### src/rtl/circuit_stim_sequencer.sv
// Exhaustive stimulus sequencer: drives every N_IN-bit vector to a small circuit,
// captures its output into a truth table, then compares that table against a golden one.
module circuit_stim_sequencer #(
   parameter int N_IN          = 3,
   parameter int SETTLE_CYCLES = 25,
   parameter int CNT_W         = 5
) (
   input  logic                  clk,
   input  logic                  rst_n,
   input  logic                  start,
   input  logic                  abort,
   input  logic [2**N_IN-1:0]    expected,
   input  logic                  dut_out,
   output logic [N_IN-1:0]       dut_in,
   output logic                  busy,
   output logic                  done,
   output logic [2**N_IN-1:0]    truth_table,
   output logic                  pass,
   output logic [N_IN:0]         mismatch_cnt
);

   localparam int NV = 2**N_IN;
   localparam logic [N_IN-1:0]  LAST_IDX    = '1;
   localparam logic [CNT_W-1:0] SETTLE_LAST = CNT_W'(SETTLE_CYCLES - 1);

   typedef enum logic [2:0] {
      IDLE,
      APPLY,
      SETTLE,
      SAMPLE,
      CHECK
   } state_t;

   state_t            state, next_state;
   logic [N_IN-1:0]   idx;
   logic [CNT_W-1:0]  cnt;
   logic              pass_q;
   logic [N_IN:0]     mismatch_q;
   logic [NV-1:0]     diff;
   logic [N_IN:0]     cmp_cnt;
   logic              cmp_pass;

   always_ff @(posedge clk or negedge rst_n) begin
      if (!rst_n) state <= IDLE;
      else        state <= next_state;
   end

   always_comb begin
      next_state = state;
      case (state)
         IDLE:    if (start && !abort) next_state = APPLY;
         APPLY:   next_state = abort ? IDLE : SETTLE;
         SETTLE: begin
            if (abort)                    next_state = IDLE;
            else if (cnt == SETTLE_LAST)  next_state = SAMPLE;
         end
         SAMPLE: begin
            if (abort)                    next_state = IDLE;
            else if (idx == LAST_IDX)     next_state = CHECK;
            else                          next_state = APPLY;
         end
         CHECK:   next_state = IDLE;
         default: next_state = IDLE;
      endcase
   end

   always_comb begin
      diff    = truth_table ^ expected;
      cmp_cnt = '0;
      for (int unsigned i = 0; i < NV; i++)
         cmp_cnt = cmp_cnt + {{N_IN{1'b0}}, diff[i]};
      cmp_pass = (diff == '0);
   end

   always_ff @(posedge clk or negedge rst_n) begin
      if (!rst_n) begin
         idx         <= '0;
         cnt         <= '0;
         dut_in      <= '0;
         truth_table <= '0;
         pass_q      <= 1'b0;
         mismatch_q  <= '0;
      end else if (state != IDLE && abort) begin
         // Abort keeps the partial truth table but releases the circuit inputs.
         dut_in <= '0;
      end else begin
         case (state)
            IDLE: begin
               if (start && !abort) begin
                  idx         <= '0;
                  truth_table <= '0;
                  pass_q      <= 1'b0;
                  mismatch_q  <= '0;
               end
            end
            APPLY: begin
               dut_in <= idx;
               cnt    <= '0;
            end
            SETTLE: cnt <= cnt + 1'b1;
            SAMPLE: begin
               truth_table[idx] <= dut_out;
               if (idx != LAST_IDX) idx <= idx + 1'b1;
            end
            CHECK: begin
               pass_q     <= cmp_pass;
               mismatch_q <= cmp_cnt;
               dut_in     <= '0;
            end
            default: ;
         endcase
      end
   end

   assign busy = (state == APPLY) || (state == SETTLE) || (state == SAMPLE);
   assign done = (state == CHECK) && !abort;
   // Result is live during the done cycle, then held from the register until the next start.
   assign pass         = done ? cmp_pass : pass_q;
   assign mismatch_cnt = done ? cmp_cnt  : mismatch_q;

endmodule

### config.mk
export PLATFORM = sky130hd
export DESIGN_NAME = circuit_stim_sequencer
export DESIGN_NICKNAME = d
export VERILOG_FILES = /design/src/rtl/circuit_stim_sequencer.sv
export SDC_FILE = /design/constraint.sdc
export NUM_CORES = 1
export LEC_CHECK = 0
export ABC_AREA = 0
export CAP_MARGIN = 20
export CORE_ASPECT_RATIO = 0.7
export CORE_MARGIN = 3
export CORE_UTILIZATION = 57
export CTS_CLUSTER_DIAMETER = 40
export CTS_CLUSTER_SIZE = 16
export DETAILED_ROUTE_END_ITERATION = 8
export PLACE_DENSITY = 0.85
export SLEW_MARGIN = 20
export SYNTH_ARGS = -nofsm -noshare
export SYNTH_HDL_FRONTEND = slang
export SYNTH_SLANG_ARGS = --single-unit
### constraint.sdc
create_clock -name clk -period 8.49 [get_ports clk]
set_input_delay 1.2735 -clock clk [delete_from_list [all_inputs] [get_ports clk]]
set_output_delay 1.2735 -clock clk [all_outputs]
set_load 0.03 [all_outputs]
==> Yosys cells after proc, flatten, opt, wreduce, memory -nomap -nowiden <==
Cells that the tools add are included.
{ "totals": {"wordCells": 73, "mem_bits_rw": 0, "inputBits": 13, "mem_bits_ro": 0, "register_bits": 27, "memories": 0, "output_inout_bits": 18, "latch_bits": 0} }
{ "op_classes": {"mux": 24, "bitwise": 2, "n_lt_le_gt_ge": 2, "n_eq_ne": 10, "n_shift": 0, "n_div": 0, "n_reduce_logical": 19, "multipliers": 0, "n_addsub": 9} }
{ "ops": {"columns": ["operator", "count"], "rows": [
  ["$mux 3", 8],
  ["$add 4x1->4", 4],
  ["$pmux 8 s2", 1],
  ["$pmux 3 s2", 2],
  ["$pmux 3 s4", 1],
  ["$pmux 5 s2", 1],
  ["$bwmux 8", 1],
  ["$logic_not 8->1", 1],
  ["$mux 4", 2],
  ["$mux 8", 1],
  ["$pmux 4 s2", 1],
  ["$xor 8x8->8", 1],
  ["$eq 3x2->1 const B", 2],
  ["$eq 3x3->1 const B", 2],
  ["$ne 3x3->1 const B", 2],
  ["$reduce_and 3->1", 2],
  ["$reduce_bool 2->1", 3],
  ["$reduce_bool 3->1", 2],
  ["$add 5x1->5 const B", 1],
  ["$eq 5x5->1 const B", 1],
  ["$add 3x1->4", 1],
  ["$logic_and 1x1->1", 4],
  ["$lt 3x4->1 const B", 1],
  ["$ne 2x2->1 const B", 2],
  ["other kinds (15)", 19]
]} }

==> Depth between registers and ports, before layout <==
{ "logic_depth": {"word_depth": 9, "ltp_mapped": 13, "depth_no_buf": 13} }

==> Least setup slack after synthesis <==
OpenSTA, ideal clock, no wires.
{ "synth_timing": {"path_type": "in2out", "start": "input port expected[0]", "end": "output port mismatch_cnt[1]", "path_slack_ns": 2.666, "path_stages": 11, "required_time_ns": 7.217, "arrival_time_ns": 4.550, "path_buffers": 0, "path_cell_list": "xnor2_1 inv_1 fa_1 fa_1 inv_1 fa_1 inv_1 ha_1 inv_1 fa_1 o21ai_0"} }
{ "synth_between": {"elab_chain_len": 9} }
{ "synth_lines": {"columns": ["item", "line_no", "text"], "rows": [
  ["start, declared", "12", "input logic [2**N_IN-1:0] expected,"],
  ["$xor 8x8->8", "68", "diff = truth_table ^ expected;"],
  ["$add 1x1->2", "71", "cmp_cnt = cmp_cnt + {{N_IN{1'b0}}, diff[i]};"],
  ["$add 2x1->3", "71", null],
  ["$add 3x1->4", "71", null],
  ["$add 4x1->4 (4 in series)", "71", null],
  ["$mux 4", "119", "assign mismatch_cnt = done ? cmp_cnt : mismatch_q;"],
  ["end, declared", "19", "output logic [N_IN:0] mismatch_cnt"]
]} }
No other way between the ends.

==> Final worst setup path <==
{ "layout_timing": {"start": "input port expected[0]", "end": "output port mismatch_cnt[2]"} }
Same word-level chain as after synthesis.

==> impl_metrics.csv <==
group,metric,value,unit
min_path,hold_depth,1,
synthesis,synth_top_family_by_area,"simple AND/OR/NAND/NOR gates",
synthesis,synth_cell_type_count,46,
synthesis,yosys.area_share.simple,18.9,%
synthesis,yosysSeqAreaShare,38.2,%
detailed_routing,ant_nets,0,
synthesis,synthArstFlopShare,100,%
setup_path,reg2reg_slack,4.89,ns
place,place_ws,1.74,ns
grt,overflow,0,
sta,skew,0.00458,ns
synthesis,synth_cells,186,
sta,drv_slew,0,
pwr,leakagePower,0.919,nW
setup_path,r2r-end,"mismatch_q[2]$_DFFE_PN0P_",
sta,period_share,79.1,%
sta,worstMarginPinSlew,0.530,ns
sta,hold_violations,0,
cts,clkSlewWorstSetupHoldPaths,0.10,ns
sta,setup_viol,0,
setup_path,critPathLaunchType,"primary input",
grt,grt_use_total,22.5,%
min_path,hold_path_class,"flop to flop",
pwr,powerDensity,156,mW/mm²
sta,timing.hold.ws,0.504,ns
detailed_routing,avgViaCountPerCell,6.06,
synthesis,synth_area_leaders,"dfrtp_1 38%, ha_1 5.7%, fa_1 4.5%",
sta,rsz0062_at_grt,"false",
finish,fillerInstances,206,
min_path,min_to,"mismatch_q[2]$_DFFE_PN0P_",
detailed_routing,drtIter0Drc,89,
detailed_routing,detail_route.first_pass.iterations,4,
cts,cts_tree,"done",
synthesis,synth_nets,211,
setup_path,required,7.22,ns
die,core,0.00288,mm²
sta,layout_min_cycle_time,6.72,ns
die,die_area,0.00382,mm²
cts,worstSkewPairLatency,0.28,ns
synthesis,synth_top_area_cell,"dfrtp_1",
die,dieHeight,52.6,µm
synthesis,synth-seq-cells,27,
finish,multi_input_area,962,µm²
cts,h-tree-depth,1,
setup_path,cp_max_fo,2,
place,numPortBuffers,30,
cts,cts_root_buffer,"clkbuf_8",
cts,ctsResizeCount,0,
synthesis,synth_edf_count,0,
cts,ctsLongestPathBuffers,2,
synthesis,synthesis.area,0.00177,mm²
synthesis,ys_warn_count,0,
synthesis,muxShareOfSynthArea,1.77,%
detailed_routing,wl,3.87,mm
synthesis,synth_common_cells,"27 x dfrtp_1, 19 x inv_1, 13 x nand2_1, 13 x o21ai_0, 8 x ha_1",
sta,fin_setup_tns,0,ns
run_status,outcome,"complete, no violations",
setup_path,critPathKind,"primary input to primary output",
finish,final_cells,245,
finish,seq_area,676,µm²
cts,clkSinkCount,27,
grt,grt_pass1_wl,6.62,mm
die,ios,31,
synthesis,yosysMostFrequentCell,"dfrtp_1",
synthesis,synthXorXnorAreaFrac,4.95,%
die,rows,16,
synthesis,syn_area_per_cell,9.51,µm²
setup_path,rr_startpoint,"truth_table[0]$_DFFE_PN0P_",
setup_path,endpoint_kind,"primary output",
place,gp_congestion,0.932,
synthesis,synth_top_flop_cell,"dfrtp_1",
pwr,p_total,0.330,mW
detailed_routing,vias,1485,
sta,fin_ws,1.77,ns
cts,postCtsSetupBuffers,0,
synthesis,synth_top_area_share,38.2,%
detailed_routing,avgRoutedWirePerCell,15.8,µm
flow_run,maxCapViolCount,0,
synthesis,synth_compound_area_share,18.6,%
place,place_inst,241,
finish,syn_to_final_growth,19.3,%
pwr,ir_worst_vdd,0.137,mV
grt,antenna_found_initial,0,
die,die_w,72.6,µm
place,dp.final_hpwl,2.84,mm
cts,hold_buffers,0,
setup_path,r2r_cells,13,
sta,relSlewSlack,64.6,%
detailed_routing,drc,0,
finish,drive_above_1_share,6.70,%
grt,grt_pass1_vias,1482,
finish,n_antenna_cell,0,
sta,max_freq,149,MHz
synthesis,synthAdderAreaFrac,10.2,%
setup_path,crit_arrival,5.44,ns
finish,fin_nets,235,
die,start_util,61.4,%
cts,numCtsBuffers,3,
grt,grt_max_degree,28,
min_path,worstHoldStart,"mismatch_q[2]$_DFFE_PN0P_",
[registers in the layout, summed over array words and instances (netlist names)]
name,flops
truth_table,8
cnt,5
mismatch_q,4
dut_in,3
idx,3
state,3
pass_q,1
[per-stage QoR]
stage | cell area [µm²] | utilization, %
after floorplan | 1770 | -
after global placement | 2060 | 71.5
after detailed placement | 2060 | 71.5
after CTS | 2110 | 73.2
after global routing | 2110 | 73.2
final | 2110 | 73.2
[cell usage in the layout, fill, tap and decap left out, types with 5 or more instances in the layout]
cell type | Yosys | final
clkdlybuf4s50_1 | 0 | 30
dfrtp_1 | 27 | 27
inv_1 | 19 | 19
nand2_1 | 13 | 13
o21ai_0 | 13 | 13
ha_1 | 8 | 8
nor2_1 | 7 | 7
xor2_1 | 6 | 6
nand3_1 | 6 | 6
a221oi_1 | 5 | 5
o22ai_1 | 5 | 5
[kinds of logic after synthesis]
| logic type | count (synthesis) |
|---|---|
| buffers and inverters | 31 |
| flip-flops | 27 |
| adder cells (fa/ha/maj) | 12 |
| multiplexers | 3 |
| AND/OR/NAND/NOR | 55 |
| XOR/XNOR | 10 |
| AO/OA/AOI/OAI | 48 |
[worst max-delay path by stage]
stage	from	endpoint	slack, ns	cells after the start
after global routing	expected[0]	mismatch_cnt[2]	1.61	15
after CTS	expected[0]	mismatch_cnt[2]	1.74	15
after global placement	expected[0]	mismatch_cnt[2]	1.92	15
final	expected[0]	mismatch_cnt[2]	1.77	15
after floorplan	expected[0]	mismatch_cnt[1]	2.67	11
after detailed placement	expected[0]	mismatch_cnt[2]	1.74	15
[metal layers]
layer / up-vias / wire, µm / track usage, %
met1: 722 / 1800 / 28.8
li1: 710 / - / -
met4: 0 / 42 / 7.67
met2: 47 / 1830 / 37.7
met3: 6 / 201 / 4.98
met5: - / 0 / 0
[critical path, cell delays in order]
cell             delay [ns]
clkdlybuf4s50_1        0.41
xnor2_1                0.24
inv_1                  0.11
fa_1                   0.53
fa_1                   0.55
inv_1                  0.06
fa_1                   0.47
inv_1                  0.07
ha_1                   0.17
inv_1                  0.07
fa_1                   0.43
xor2_1                 0.16
nor2_1                 0.14
a21o_1                 0.11
clkdlybuf4s50_1        0.66
[report_power, final]
| part | internal (mW) | switching (mW) |
|---|---|---|
| logic | 0.0462 | 0.0506 |
| clock network | 0.0334 | 0.0422 |
| registers | 0.140 | 0.0176 |
| total | 0.219 | 0.110 |
[layout make-up]
type / instances / share of cell area [%]
multi-input cells: 128 / 45.6
repair buffers: 31 / 14.6
flip-flops and latches: 27 / 32.0
inverters: 19 / 3.38
well taps: 36 / 2.13
clock buffers: 3 / 1.96
clock inverters: 1 / 0.356
No activity file was read; power rests on OpenSTA's default activity.
